File: src/rtl/audio_frame_conditioner_if.sv
// Stereo sample / frame-request bundle between the Minimig audio source,
// the conditioner and the I2S transmitter side.
interface audio_frame_conditioner_if #(
  parameter int GAIN_W = 8,
  parameter int CNT_W  = 8
);
  logic              in_stb;
  logic [15:0]       in_left;
  logic [15:0]       in_right;
  logic [GAIN_W-1:0] gain;
  logic              mute;
  logic              frame_req;
  logic [15:0]       out_left;
  logic [15:0]       out_right;
  logic              out_fresh;
  logic [GAIN_W-1:0] cur_gain;
  logic [CNT_W-1:0]  underrun_cnt;
  logic [CNT_W-1:0]  overrun_cnt;

  modport master (
    output in_stb, in_left, in_right, gain, mute, frame_req,
    input  out_left, out_right, out_fresh, cur_gain, underrun_cnt, overrun_cnt
  );

  modport slave (
    input  in_stb, in_left, in_right, gain, mute, frame_req,
    output out_left, out_right, out_fresh, cur_gain, underrun_cnt, overrun_cnt
  );
endinterface

File: src/rtl/audio_frame_conditioner.sv
// Gain/soft-mute conditioning of stereo samples with a one-deep pending
// buffer handed to the I2S transmitter on each frame request.
module audio_frame_conditioner #(
  parameter int GAIN_W   = 8,
  parameter int RAMP_DIV = 64,
  parameter int CNT_W    = 8
) (
  input  logic                    clk,
  input  logic                    reset_n,
  audio_frame_conditioner_if.slave bus
);
  localparam int PRE_W  = (RAMP_DIV > 1) ? $clog2(RAMP_DIV) : 1;
  localparam int PROD_W = GAIN_W + 17;
  localparam logic signed [PROD_W-1:0] SAT_MAX = PROD_W'(32'sd32767);
  localparam logic signed [PROD_W-1:0] SAT_MIN = PROD_W'(-32'sd32768);

  // Signed sample times unsigned gain, rescaled so 2^(GAIN_W-1) is unity.
  function automatic logic [15:0] scale_sat(input logic [15:0] sample,
                                            input logic [GAIN_W-1:0] g);
    logic signed [PROD_W-1:0] prod;
    logic signed [PROD_W-1:0] shr;
    prod = PROD_W'($signed(sample)) * PROD_W'($signed({1'b0, g}));
    shr  = prod >>> (GAIN_W - 1);
    if (shr > SAT_MAX)      scale_sat = 16'h7FFF;
    else if (shr < SAT_MIN) scale_sat = 16'h8000;
    else                    scale_sat = shr[15:0];
  endfunction

  logic              s1_valid_q, s1_valid_d, s2_valid_q, s2_valid_d;
  logic [15:0]       s1_left_q, s1_left_d, s1_right_q, s1_right_d;
  logic [GAIN_W-1:0] s1_gain_q, s1_gain_d;
  logic [15:0]       s2_left_q, s2_left_d, s2_right_q, s2_right_d;
  logic              pending_valid_q, pending_valid_d;
  logic [15:0]       pend_left_q, pend_left_d, pend_right_q, pend_right_d;
  logic [15:0]       out_left_q, out_left_d, out_right_q, out_right_d;
  logic              out_fresh_q, out_fresh_d;
  logic [GAIN_W-1:0] cur_gain_q, cur_gain_d, target_s;
  logic [PRE_W-1:0]  pre_q, pre_d;
  logic [CNT_W-1:0]  under_q, under_d, over_q, over_d;

  // Gain ramp plus the capture and multiply stages of the sample pipeline.
  always_comb begin
    target_s   = bus.mute ? {GAIN_W{1'b0}} : bus.gain;
    pre_d      = pre_q;
    cur_gain_d = cur_gain_q;
    s1_valid_d = bus.in_stb;
    s1_left_d  = s1_left_q;
    s1_right_d = s1_right_q;
    s1_gain_d  = s1_gain_q;
    s2_valid_d = s1_valid_q;
    s2_left_d  = s2_left_q;
    s2_right_d = s2_right_q;
    if (bus.in_stb) begin
      s1_left_d  = bus.in_left;
      s1_right_d = bus.in_right;
      s1_gain_d  = cur_gain_q;
      if (pre_q == PRE_W'(RAMP_DIV - 1)) begin
        pre_d = {PRE_W{1'b0}};
        if (cur_gain_q < target_s)      cur_gain_d = cur_gain_q + GAIN_W'(1);
        else if (cur_gain_q > target_s) cur_gain_d = cur_gain_q - GAIN_W'(1);
        else                            cur_gain_d = cur_gain_q;
      end else begin
        pre_d = pre_q + PRE_W'(1);
      end
    end else begin
      pre_d = pre_q;
    end
    if (s1_valid_q) begin
      s2_left_d  = scale_sat(s1_left_q, s1_gain_q);
      s2_right_d = scale_sat(s1_right_q, s1_gain_q);
    end else begin
      s2_left_d  = s2_left_q;
      s2_right_d = s2_right_q;
    end
  end

  // Pending buffer, frame handoff and debug counters; a frame request reads
  // the old pending value before a same-cycle write replaces it.
  always_comb begin
    pending_valid_d = pending_valid_q;
    pend_left_d     = pend_left_q;
    pend_right_d    = pend_right_q;
    out_left_d      = out_left_q;
    out_right_d     = out_right_q;
    out_fresh_d     = out_fresh_q;
    under_d         = under_q;
    over_d          = over_q;
    if (bus.frame_req) begin
      if (pending_valid_q) begin
        out_left_d      = pend_left_q;
        out_right_d     = pend_right_q;
        out_fresh_d     = 1'b1;
        pending_valid_d = 1'b0;
      end else begin
        out_fresh_d = 1'b0;
        if (under_q != {CNT_W{1'b1}}) under_d = under_q + CNT_W'(1);
        else                          under_d = under_q;
      end
    end else begin
      out_fresh_d = out_fresh_q;
    end
    if (s2_valid_q) begin
      pend_left_d     = s2_left_q;
      pend_right_d    = s2_right_q;
      pending_valid_d = 1'b1;
      if (pending_valid_q && !bus.frame_req && (over_q != {CNT_W{1'b1}}))
        over_d = over_q + CNT_W'(1);
      else
        over_d = over_q;
    end else begin
      pend_left_d = pend_left_q;
    end
  end

  // State register for every flop in the block.
  always_ff @(posedge clk or negedge reset_n) begin
    if (!reset_n) begin
      s1_valid_q      <= 1'b0;
      s1_left_q       <= 16'd0;
      s1_right_q      <= 16'd0;
      s1_gain_q       <= {GAIN_W{1'b0}};
      s2_valid_q      <= 1'b0;
      s2_left_q       <= 16'd0;
      s2_right_q      <= 16'd0;
      pending_valid_q <= 1'b0;
      pend_left_q     <= 16'd0;
      pend_right_q    <= 16'd0;
      out_left_q      <= 16'd0;
      out_right_q     <= 16'd0;
      out_fresh_q     <= 1'b0;
      cur_gain_q      <= {GAIN_W{1'b0}};
      pre_q           <= {PRE_W{1'b0}};
      under_q         <= {CNT_W{1'b0}};
      over_q          <= {CNT_W{1'b0}};
    end else begin
      s1_valid_q      <= s1_valid_d;
      s1_left_q       <= s1_left_d;
      s1_right_q      <= s1_right_d;
      s1_gain_q       <= s1_gain_d;
      s2_valid_q      <= s2_valid_d;
      s2_left_q       <= s2_left_d;
      s2_right_q      <= s2_right_d;
      pending_valid_q <= pending_valid_d;
      pend_left_q     <= pend_left_d;
      pend_right_q    <= pend_right_d;
      out_left_q      <= out_left_d;
      out_right_q     <= out_right_d;
      out_fresh_q     <= out_fresh_d;
      cur_gain_q      <= cur_gain_d;
      pre_q           <= pre_d;
      under_q         <= under_d;
      over_q          <= over_d;
    end
  end

  assign bus.out_left     = out_left_q;
  assign bus.out_right    = out_right_q;
  assign bus.out_fresh    = out_fresh_q;
  assign bus.cur_gain     = cur_gain_q;
  assign bus.underrun_cnt = under_q;
  assign bus.overrun_cnt  = over_q;
endmodule
File: src/flat_wrapper.sv
// flat-port wrapper written by rule: the top's interface ports become plain ports
module audio_frame_conditioner_flat 
#(
  parameter int GAIN_W   = 8,
  parameter int RAMP_DIV = 64,
  parameter int CNT_W    = 8
)
  (clk, reset_n, bus_in_stb, bus_in_left, bus_in_right, bus_gain, bus_mute, bus_frame_req, bus_out_left, bus_out_right, bus_out_fresh, bus_cur_gain, bus_underrun_cnt, bus_overrun_cnt);
  audio_frame_conditioner_if #(.GAIN_W(GAIN_W), .CNT_W(CNT_W)) bus_i ();
  input  logic clk;
  input  logic reset_n;
  input wire logic [$bits(bus_i.in_stb)-1:0] bus_in_stb;
  input wire logic [$bits(bus_i.in_left)-1:0] bus_in_left;
  input wire logic [$bits(bus_i.in_right)-1:0] bus_in_right;
  input wire logic [$bits(bus_i.gain)-1:0] bus_gain;
  input wire logic [$bits(bus_i.mute)-1:0] bus_mute;
  input wire logic [$bits(bus_i.frame_req)-1:0] bus_frame_req;
  output wire logic [$bits(bus_i.out_left)-1:0] bus_out_left;
  output wire logic [$bits(bus_i.out_right)-1:0] bus_out_right;
  output wire logic [$bits(bus_i.out_fresh)-1:0] bus_out_fresh;
  output wire logic [$bits(bus_i.cur_gain)-1:0] bus_cur_gain;
  output wire logic [$bits(bus_i.underrun_cnt)-1:0] bus_underrun_cnt;
  output wire logic [$bits(bus_i.overrun_cnt)-1:0] bus_overrun_cnt;
  assign bus_i.in_stb = bus_in_stb;
  assign bus_i.in_left = bus_in_left;
  assign bus_i.in_right = bus_in_right;
  assign bus_i.gain = bus_gain;
  assign bus_i.mute = bus_mute;
  assign bus_i.frame_req = bus_frame_req;
  assign bus_out_left = bus_i.out_left;
  assign bus_out_right = bus_i.out_right;
  assign bus_out_fresh = bus_i.out_fresh;
  assign bus_cur_gain = bus_i.cur_gain;
  assign bus_underrun_cnt = bus_i.underrun_cnt;
  assign bus_overrun_cnt = bus_i.overrun_cnt;
  audio_frame_conditioner #(.GAIN_W(GAIN_W), .RAMP_DIV(RAMP_DIV), .CNT_W(CNT_W)) u_core (.clk(clk), .reset_n(reset_n), .bus(bus_i));
endmodule
File: config.mk
export PLATFORM = sky130hd
export DESIGN_NAME = audio_frame_conditioner_flat
export DESIGN_NICKNAME = d
export VERILOG_FILES = /design/src/rtl/audio_frame_conditioner_if.sv /design/src/rtl/audio_frame_conditioner.sv /design/src/flat_wrapper.sv
export SDC_FILE = /design/constraint.sdc
export NUM_CORES = 1
export LEC_CHECK = 0
export CAP_MARGIN = 25
export CELL_PAD_IN_SITES_DETAIL_PLACEMENT = 1
export CELL_PAD_IN_SITES_GLOBAL_PLACEMENT = 2
export CORE_AREA = 2 2 232 234
export CTS_CLUSTER_DIAMETER = 120
export DETAILED_ROUTE_END_ITERATION = 8
export DIE_AREA = 0 0 234 236
export HOLD_SLACK_MARGIN = 0.03
export PLACE_DENSITY_LB_ADDON = 0.1
export SLEW_MARGIN = 20
export SYNTH_ARGS = -nofsm -noshare
export SYNTH_HDL_FRONTEND = slang
export SYNTH_SLANG_ARGS = --single-unit
File: constraint.sdc
create_clock -name clk -period 17.5 [get_ports clk]
set_input_delay 2.625 -clock clk [delete_from_list [all_inputs] [get_ports clk]]
set_output_delay 2.625 -clock clk [all_outputs]
set_load 0.05 [all_outputs]
==> summary.md, run 1 <==
| Metric | Value |
|---|---|
| Post-layout net count | `about 2000` |
| Final number of hold-violating endpoints | `0` |
| Final sum of negative setup slack | `0 ns` |
| Maximum level of the CTS H-tree | `4` |
| Top-level I/O count | `102` |
| Yosys cell types | `roughly 70` |
| Via count of the first global-routing pass | `12100` |
| Most used DFF post-synth | `sky130_fd_sc_hd__dfrtp_1` |
| Wire length on met3 | `around 1.5 mm` |
| Clock slew at the register clock pins of the worst setup and hold paths | `0.08 ns` |
| Total half-perimeter wirelength after legalization and detailed placement | `32.2 mm` |
| Post-placement worst setup slack | `between 10 and 15 ns` |
| DIE AREA | `about 55000 sq um` |
| Area occupied by multi-input gates | `approximately 11000 sq um` |
| Reg2reg setup slack | `about 11 ns` |
| Total Routing Usage GR | `0.159` |
| Final critical-path setup slack | `about 11 ns` |
| Max-cap viol count | `0` |
| Required @ worst endpoint | `about 18 ns` |
| Die X | `between 200 and 250 um` |
| Net count after synthesis | `1937` |
| Leading cell type in the layout, fill and taps excluded | `sky130_fd_sc_hd__inv_1` |
| Post-detailed-routing wire length | `about 40 mm` |
| Post-Syn Instances | `~1600` |
| Post-synthesis instance area | `approximately 16000 sq um` |
| Pin count of the biggest net entering global routing | `64` |
| Avg WL per Cell | `approximately 17 um` |
| CP dominant cell by count | `sky130_fd_sc_hd__fa_1` |
| TritonCTS clock tree | `yes` |
| Number of flip-flops and latches in the synthesized netlist | `170` |
| Layout Area Growth over Synthesis | `14.9%` |
| Number of cell instances on the worst register-to-register path | `17` |
| Setup CP Type | `reg -> reg` |
| Clock buffer count from CTS | `17` |
| Setup crit start kind | `register` |
| Capture point of the worst reg-to-reg path | `u_core.s2_left_q[12]` |
| Port buffer count | `just over 100` |
| Slowest cell on the critical path | `sky130_fd_sc_hd__dfrtp_1` |
| Worst min path class | `reg -> reg` |
| Met2 Routed Length | `17.7 mm` |
| Critical path's largest stage delay | `~0.7 ns` |
| TritonRoute pass-1 iters | `4` |
| Count of final setup violators | `0` |
| Residual overflow from global routing | `0` |
| Critical Path Fanout Max | `18` |
| Worst-Skew Late Latency | `0.48 ns` |
| Final RePlAce weighted congestion | `0.786` |
| Time the final worst path needs with I/O delays and setup | `6.17 ns` |
| Hold Path Stages | `1` |
| Seq. cell area | `4250 sq um` |
| Gates resized, CTS repair | `0` |
| Cell Chain, Critical Path | `buf_4 -> and2_1 -> fa_1 -> fa_1 -> fa_1 -> inv_1 -> fa_1 -> inv_1 -> ha_1 -> o21a_1 -> o21ai_0 -> a41oi_2 -> o31a_2 -> a221o_2 -> a221oi_4 -> a21oi_1 -> a21oi_1` |
| Top achievable clock speed | `~160 MHz` |
| Worst reg2reg path startpoint | `u_core.s1_gain_q[5]` |
| Post-CTS Hold Fix Bufs | `0` |
| Global-route wire length before repair | `68.2 mm` |
| Fraction of final layout cells sized beyond drive strength 1 | `0.112` |
| Total number of vias | `10800` |
| Post-synth EDFFs | `0` |
| Effective utilization at floorplan | `0.304` |
| Commonest cells after routing, fill and taps aside | `sky130_fd_sc_hd__inv_1 (302), sky130_fd_sc_hd__fa_1 (203), sky130_fd_sc_hd__dfrtp_1 (170)` |
| Status | `completed` |
| Worst slew margin | `0.400` |
| Data arrival time at the worst-slack endpoint | `between 6 and 7 ns` |
| Total leakage power | `8.99 nW` |
| Fill cell instance count of the final layout | `between 5000 and 6000` |
| Clock root buffer | `sky130_fd_sc_hd__clkbuf_16` |
| Yosys warning count | `0` |
| Post-DRT Antenna Nets | `0` |
| Final count of pins violating max slew | `0` |
| Peak ir drop on the vdd network | `roughly 0.000065 V` |
| Met1 routed wirelength after detailed routing | `21.2 mm` |
| Core outline area | `53100 sq um` |
| Worst Min Path Start | `u_core.pre_q[5]` |
| Number of antenna violations at the first check in global routing | `3` |
| Top layer reached by signal wires | `met4` |
| Share of async-settable or async-resettable flops after synthesis | `1.00` |
| Post-CTS setup-driven buffer insertion count | `0` |
| Slew of the pin with the lowest slew margin | `between 0.8 and 0.9 ns` |
| End point of the worst hold path | `u_core.pre_q[5]` |
| Setup repair after global routing missed its margin | `false` |
| Number of sinks handled by clock tree synthesis | `between 150 and 200` |
| Setup Skew | `around 0.015 ns` |
| Crit. End Element | `register` |
| Per-cell via count in the routed design | `about 4.6` |
| Final critical-path share of the clock period | `0.353` |
| Maximum number of buffers from clock root to sink | `2` |
| DRC Markers | `0` |
| Portion of the post-synthesis area used by sequential elements | `0.264` |
| Standard-cell row count | `85` |
| Avg Cell Area, Syn | `10.2 sq um` |
| Detailed Route Iter0 Violations | `~400` |
| Chip Height | `236 um` |
| Ratio of total power to cell area | `between 100 and 150 nW/um^2` |
[Yosys cell counts (all sizes together) (2+ instances only)]
library cell / number / area share
a211o: 3 / 0.0017
a211oi: 6 / 0.0028
a21o: 15 / 0.0071
a21oi: 55 / 0.017
a221o: 17 / 0.011
a31oi: 10 / 0.0043
a41o: 2 / 0.0013
a41oi: 2 / 0.0016
and2: 144 / 0.056
and3: 5 / 0.0019
and4b: 2 / 0.0012
buf: 9 / 0.0032
clkbuf: 44 / 0.010
dfrtp: 170 / 0.26
fa: 203 / 0.25
ha: 109 / 0.085
inv: 302 / 0.070
mux2: 115 / 0.081
nand2: 137 / 0.032
nand2b: 9 / 0.0035
nand3: 16 / 0.0050
nand3b: 2 / 0.00093
nand4: 9 / 0.0035
nor2: 48 / 0.011
nor2b: 6 / 0.0023
nor3: 10 / 0.0031
o211ai: 5 / 0.0032
o21a: 8 / 0.0037
o21ai: 20 / 0.0069
o21bai: 6 / 0.0028
o31ai: 3 / 0.0014
or2: 2 / 0.00078
or3: 3 / 0.0012
or4: 2 / 0.0012
xnor2: 41 / 0.022
xor2: 20 / 0.011
[power breakdown]
part | leakage (nW) | internal (mW) | total [mW] | switching, mW
logic | 6.68 | 0.513 | 1.26 | 0.745
registers | 2.01 | 0.535 | 0.654 | 0.119
clock network | 0.294 | 0.193 | 0.389 | 0.196
[worst max-delay path by stage]
stage / start / endpoint / slack, ns / cells after the start
after CTS: u_core.s1_gain_q[5] / u_core.s2_left_q[10] / 11.29 / 17
final: u_core.s1_gain_q[5] / u_core.s2_left_q[12] / 11.33 / 17
after global routing: u_core.s1_gain_q[5] / u_core.s2_left_q[1] / 10.94 / 17
after global placement: u_core.s1_gain_q[0] / u_core.s2_right_q[10] / 11.41 / 17
after floorplan: bus_mute / u_core.bus.cur_gain[7] / 11.92 / 16
after detailed placement: bus_mute / u_core.bus.cur_gain[7] / 11.33 / 17
[worst max-delay path, delay by kind of cell, from the launching register on]
family | cells | cell delay (ns)
buffers and inverters | 3 | 0.45
AOI/OAI and AO/OA | 8 | 2.41
and+or+nand+nor | 1 | 0.20
DFF | 1 | 0.68
adders and majority gates | 5 | 2.31
[per-stage QoR]
stage	util	cell area [sq um]	cells	hold WS [ns]	power, mW
after global placement	0.338	17900	2341	0.465	1.93
final	0.349	18500	2374	0.487	2.30
after detailed placement	0.338	17900	2341	0.481	1.95
after floorplan	-	16100	1580	0.352	1.56
after global routing	0.349	18500	2373	0.516	2.53
after CTS	0.349	18500	2373	0.496	2.35
[final cells by class]
class | instances | area share
diodes | 1 | 0.000135
clock buffers | 17 | 0.0230
clock inverters | 15 | 0.00946
inverters | 303 | 0.0614
multi-input cells | 1054 | 0.568
flip-flops and latches | 170 | 0.230
well taps | 696 | 0.0470
repair buffers | 118 | 0.0614
[metal layers]
layer,track usage,vias up
met4,0.0420,0
met5,0,-
met1,0.237,5487
met2,0.239,142
li1,-,5172
met3,0.0251,24
[cells by family after synthesis]
family	after synthesis	share of synthesized area
AO/OA/AOI/OAI	166	0.0750
multiplexers	115	0.0806
AND/OR/NAND/NOR	400	0.127
flip-flops	170	0.264
adder cells (fa/ha/maj)	312	0.337
buffers and inverters	356	0.0840
XOR/XNOR	61	0.0331
[registers in the layout, summed over array words and instances, names as in the netlist]
signal,cells
u_core.bus.out_right,16
u_core.bus.out_left,16
u_core.s2_valid_q,1
u_core.bus.out_fresh,1
u_core.bus.cur_gain,8
u_core.pend_left_q,16
u_core.s1_valid_q,1
u_core.s2_right_q,16
u_core.bus.underrun_cnt,8
u_core.s1_gain_q,8
u_core.pending_valid_q,1
u_core.bus.overrun_cnt,8
u_core.s1_left_q,16
u_core.pend_right_q,16
u_core.s2_left_q,16
u_core.pre_q,6
u_core.s1_right_q,16
Note: power is estimated with default switching activity, not from simulation.
==> run 2: changes to the inputs <==
clock period = 6.2 ns   (was 17.5 ns; I/O delays follow)
==> run 2 against run 1 <==
Net effect: count of clock-buffer cells in the layout is the same; first-iteration DRC count grew 2.3%; clock skew shrank 0.0030 ns; critical endpoint is now u_core.s2_left_q[13]; largest power group unchanged; highest routed layer unchanged.
==> summary.md, run 2 (synthesis gave the netlist of run 1 again) <==
| Metric | Value |
|---|---|
| Per-cell via count in the routed design | `4.58 (+0.54%)` |
| Number of cell instances on the worst register-to-register path | `19 (+2)` |
| Count of final setup violators | `0 (unchanged)` |
| GRT met2 Usage | `0.236 (-0.00295)` |
| Die X | `234 um (unchanged)` |
| Data arrival time at the worst-slack endpoint | `6.10 ns (-0.46 ns)` |
| DIE AREA | `55200 sq um (unchanged)` |
| DRC Markers | `0 (unchanged)` |
| Final RePlAce weighted congestion | `0.800 (+1.7%)` |
| Top delay family on crit path | `adder cells` |
| Layout Area Growth over Synthesis | `15.4%` |
| Setup Skew | `0.0117 ns (-0.00295 ns)` |
| Met3 track utilization from global routing | `0.0215 (-0.00363)` |
| Final sum of negative setup slack | `0 ns (unchanged)` |
| Final core utilization | `0.351 (+0.00177)` |
| Crit. Startpoint | `u_core.s1_gain_q[2]` |
| Residual overflow from global routing | `0 (unchanged)` |
| Commonest cells after routing, fill and taps aside | `sky130_fd_sc_hd__inv_1 (302), sky130_fd_sc_hd__fa_1 (203), sky130_fd_sc_hd__dfrtp_1 (169)` |
| TritonCTS clock tree | `yes` |
| Clock root buffer | `sky130_fd_sc_hd__clkbuf_16` |
| Post-CTS Hold Fix Bufs | `0 (unchanged)` |
| Status | `completed` |
| Final count of pins violating max slew | `0 (unchanged)` |
| Maximum level of the CTS H-tree | `4 (unchanged)` |
| Total number of vias | `10900 (+0.92%)` |
| Clock slew at the register clock pins of the worst setup and hold paths | `0.08 ns (about the same)` |
| Post-detailed-routing wire length | `41.1 mm (+0.39%)` |
| Fraction of final layout cells sized beyond drive strength 1 | `0.118 (+0.00586)` |
| Critical path's largest stage delay | `0.59 ns (-0.09 ns)` |
| Bufs and invs on worst path | `5 (+2)` |
| Peak ir drop on the vdd network | `0.000185 V (+180%)` |
| Pin count of the biggest net entering global routing | `92 (+44%)` |
| Capture point of the worst reg-to-reg path | `u_core.s2_left_q[13]` |
| Total inserted antenna cells | `0 (-1)` |
| Total half-perimeter wirelength after legalization and detailed placement | `33.2 mm (+3.4%)` |
| Critical path depth | `19 (+2)` |
| Maximum number of buffers from clock root to sink | `2 (unchanged)` |
| Post-CTS setup-driven buffer insertion count | `0 (unchanged)` |
| Top achievable clock speed | `175 MHz (+8.0%)` |
| Post-layout net count | `2031 (+0.49%)` |
| Via count of the first global-routing pass | `12100 (-0.31%)` |
| Worst slew margin | `0.416 (+0.0155)` |
| Total Routing Usage GR | `0.160 (+0.000182)` |
| Avg WL per Cell | `17.2 um (about the same)` |
| Leading cell type in the layout, fill and taps excluded | `sky130_fd_sc_hd__inv_1` |
| Number of sinks handled by clock tree synthesis | `170 (unchanged)` |
| Worst min path class | `in -> async` |
| Setup repair after global routing missed its margin | `false` |
| Peak-usage layer in the global routing report | `met1` |
| Number of antenna violations at the first check in global routing | `1 (-2)` |
| Top-level I/O count | `102 (unchanged)` |
| Final critical-path share of the clock period | `0.921 (+0.569)` |
| Total leakage power | `9.04 nW (+0.56%)` |
| Final number of hold-violating endpoints | `0 (unchanged)` |
| Setup CP Type | `reg -> reg` |
| Standard-cell row count | `85 (unchanged)` |
| Chip Height | `236 um (unchanged)` |
| Reg2reg setup slack | `0.49 ns (-10.84 ns)` |
| Met1 GRT Util | `0.243 (+0.00536)` |
| Port buffer count | `101 (unchanged)` |
| Required @ worst endpoint | `6.59 ns (-11.30 ns)` |
| Clock buffer count from CTS | `17 (unchanged)` |
| Post-DRT Antenna Nets | `0 (unchanged)` |
| Crit. End Element | `register` |
| Total power draw | `6.58 mW (+190%)` |
| Global-route wire length before repair | `68.4 mm (+0.37%)` |
| Ratio of total power to cell area | `353 nW/um^2 (+180%)` |
| Capturing instance or port of the critical path | `u_core.s2_left_q[13]` |
| Cell Chain, Critical Path | `and2_1 -> fa_1 -> inv_1 -> fa_1 -> inv_1 -> fa_1 -> inv_1 -> fa_1 -> inv_1 -> ha_1 -> a21o_1 -> a21o_1 -> a2111oi_4 -> nor3_1 -> a221o_2 -> a221oi_4 -> buf_4 -> a31oi_1 -> a21oi_1` |
| Worst-Skew Late Latency | `0.48 ns (about the same)` |
| TritonRoute pass-1 iters | `4 (unchanged)` |
| Core outline area | `53100 sq um (unchanged)` |
| Critical Path Fanout Max | `9 (-9)` |
| Final instance area | `18600 sq um (+0.51%)` |
| Setup crit start kind | `register` |
| Slew of the pin with the lowest slew margin | `0.874 ns (-0.0233 ns)` |
| Worst reg2reg path startpoint | `u_core.s1_gain_q[2]` |
| Effective utilization at floorplan | `0.304 (unchanged)` |
| Time the final worst path needs with I/O delays and setup | `5.71 ns (-0.457 ns)` |
| Detailed Route Iter0 Violations | `403 (+2.3%)` |
| Max-cap viol count | `0 (unchanged)` |
| Slowest cell on the critical path | `sky130_fd_sc_hd__fa_1` |
| Instance area at placement | `18000 sq um (+0.42%)` |
-- run 2: cell count changes in the layout (fill, tap and decap cells not counted), sizes merged --
cell / previous run / this run
buf: 18 / 28
clkinv: 8 / 9
clkinvlp: 0 / 1
diode: 1 / 0
inv: 310 / 308
-- run 2: where the power goes --
group / internal [mW] / switching [mW] / leakage, nW
logic: 1.49 / 2.14 / 6.73
clock network: 0.550 / 0.560 / 0.297
registers: 1.51 / 0.325 / 2.01
-- run 2: layout make-up --
type	instances	area, sq um
Fill cell	5938	34500
Multi-Input combinational cell	1054	10500
Sequential cell	170	4260
Timing Repair Buffer	128	1210
Inverter	303	1140
Tap cell	696	871
Clock buffer	17	425
Clock inverter	15	195
-- run 2: through the flow --
step | cells | worst slack (ns) | hold slack, ns
floorplan | 1580 | 0.654 | 0.352
global placement | 2351 | 0.492 | 0.464
detailed placement | 2351 | 0.429 | 0.482
CTS | 2383 | 0.391 | 0.498
global route | 2383 | 0.0929 | 0.522
finish | 2383 | 0.487 | 0.473
-- run 2: worst min-delay path by stage --
stage | slack [ns] | endpoint | from
2_1_floorplan | 0.35 | u_core.s2_valid_q | u_core.s1_valid_q
6_report | 0.47 | u_core.bus.out_left[5] | reset_n
4_1_cts | 0.50 | u_core.pre_q[5] | u_core.pre_q[5]
3_5_place_dp | 0.48 | u_core.pre_q[5] | u_core.pre_q[5]
3_3_place_gp | 0.46 | u_core.pre_q[5] | u_core.pre_q[5]
5_1_grt | 0.52 | u_core.bus.out_left[5] | u_core.pend_left_q[5]
-- run 2: per-layer routing --
metal | share of wire | vias to the layer above
li1 | - | 5195
met1 | 0.52 | 5562
met2 | 0.43 | 143
met3 | 0.034 | 25
met4 | 0.013 | 0
met5 | 0 | -
-- run 2: what timing repair did --
action | 4_1_cts | 5_1_grt
endpoints found under the hold margin | 0 | 0
setup endpoints to repair | 0 | 1
gates resized for setup | 0 | 1
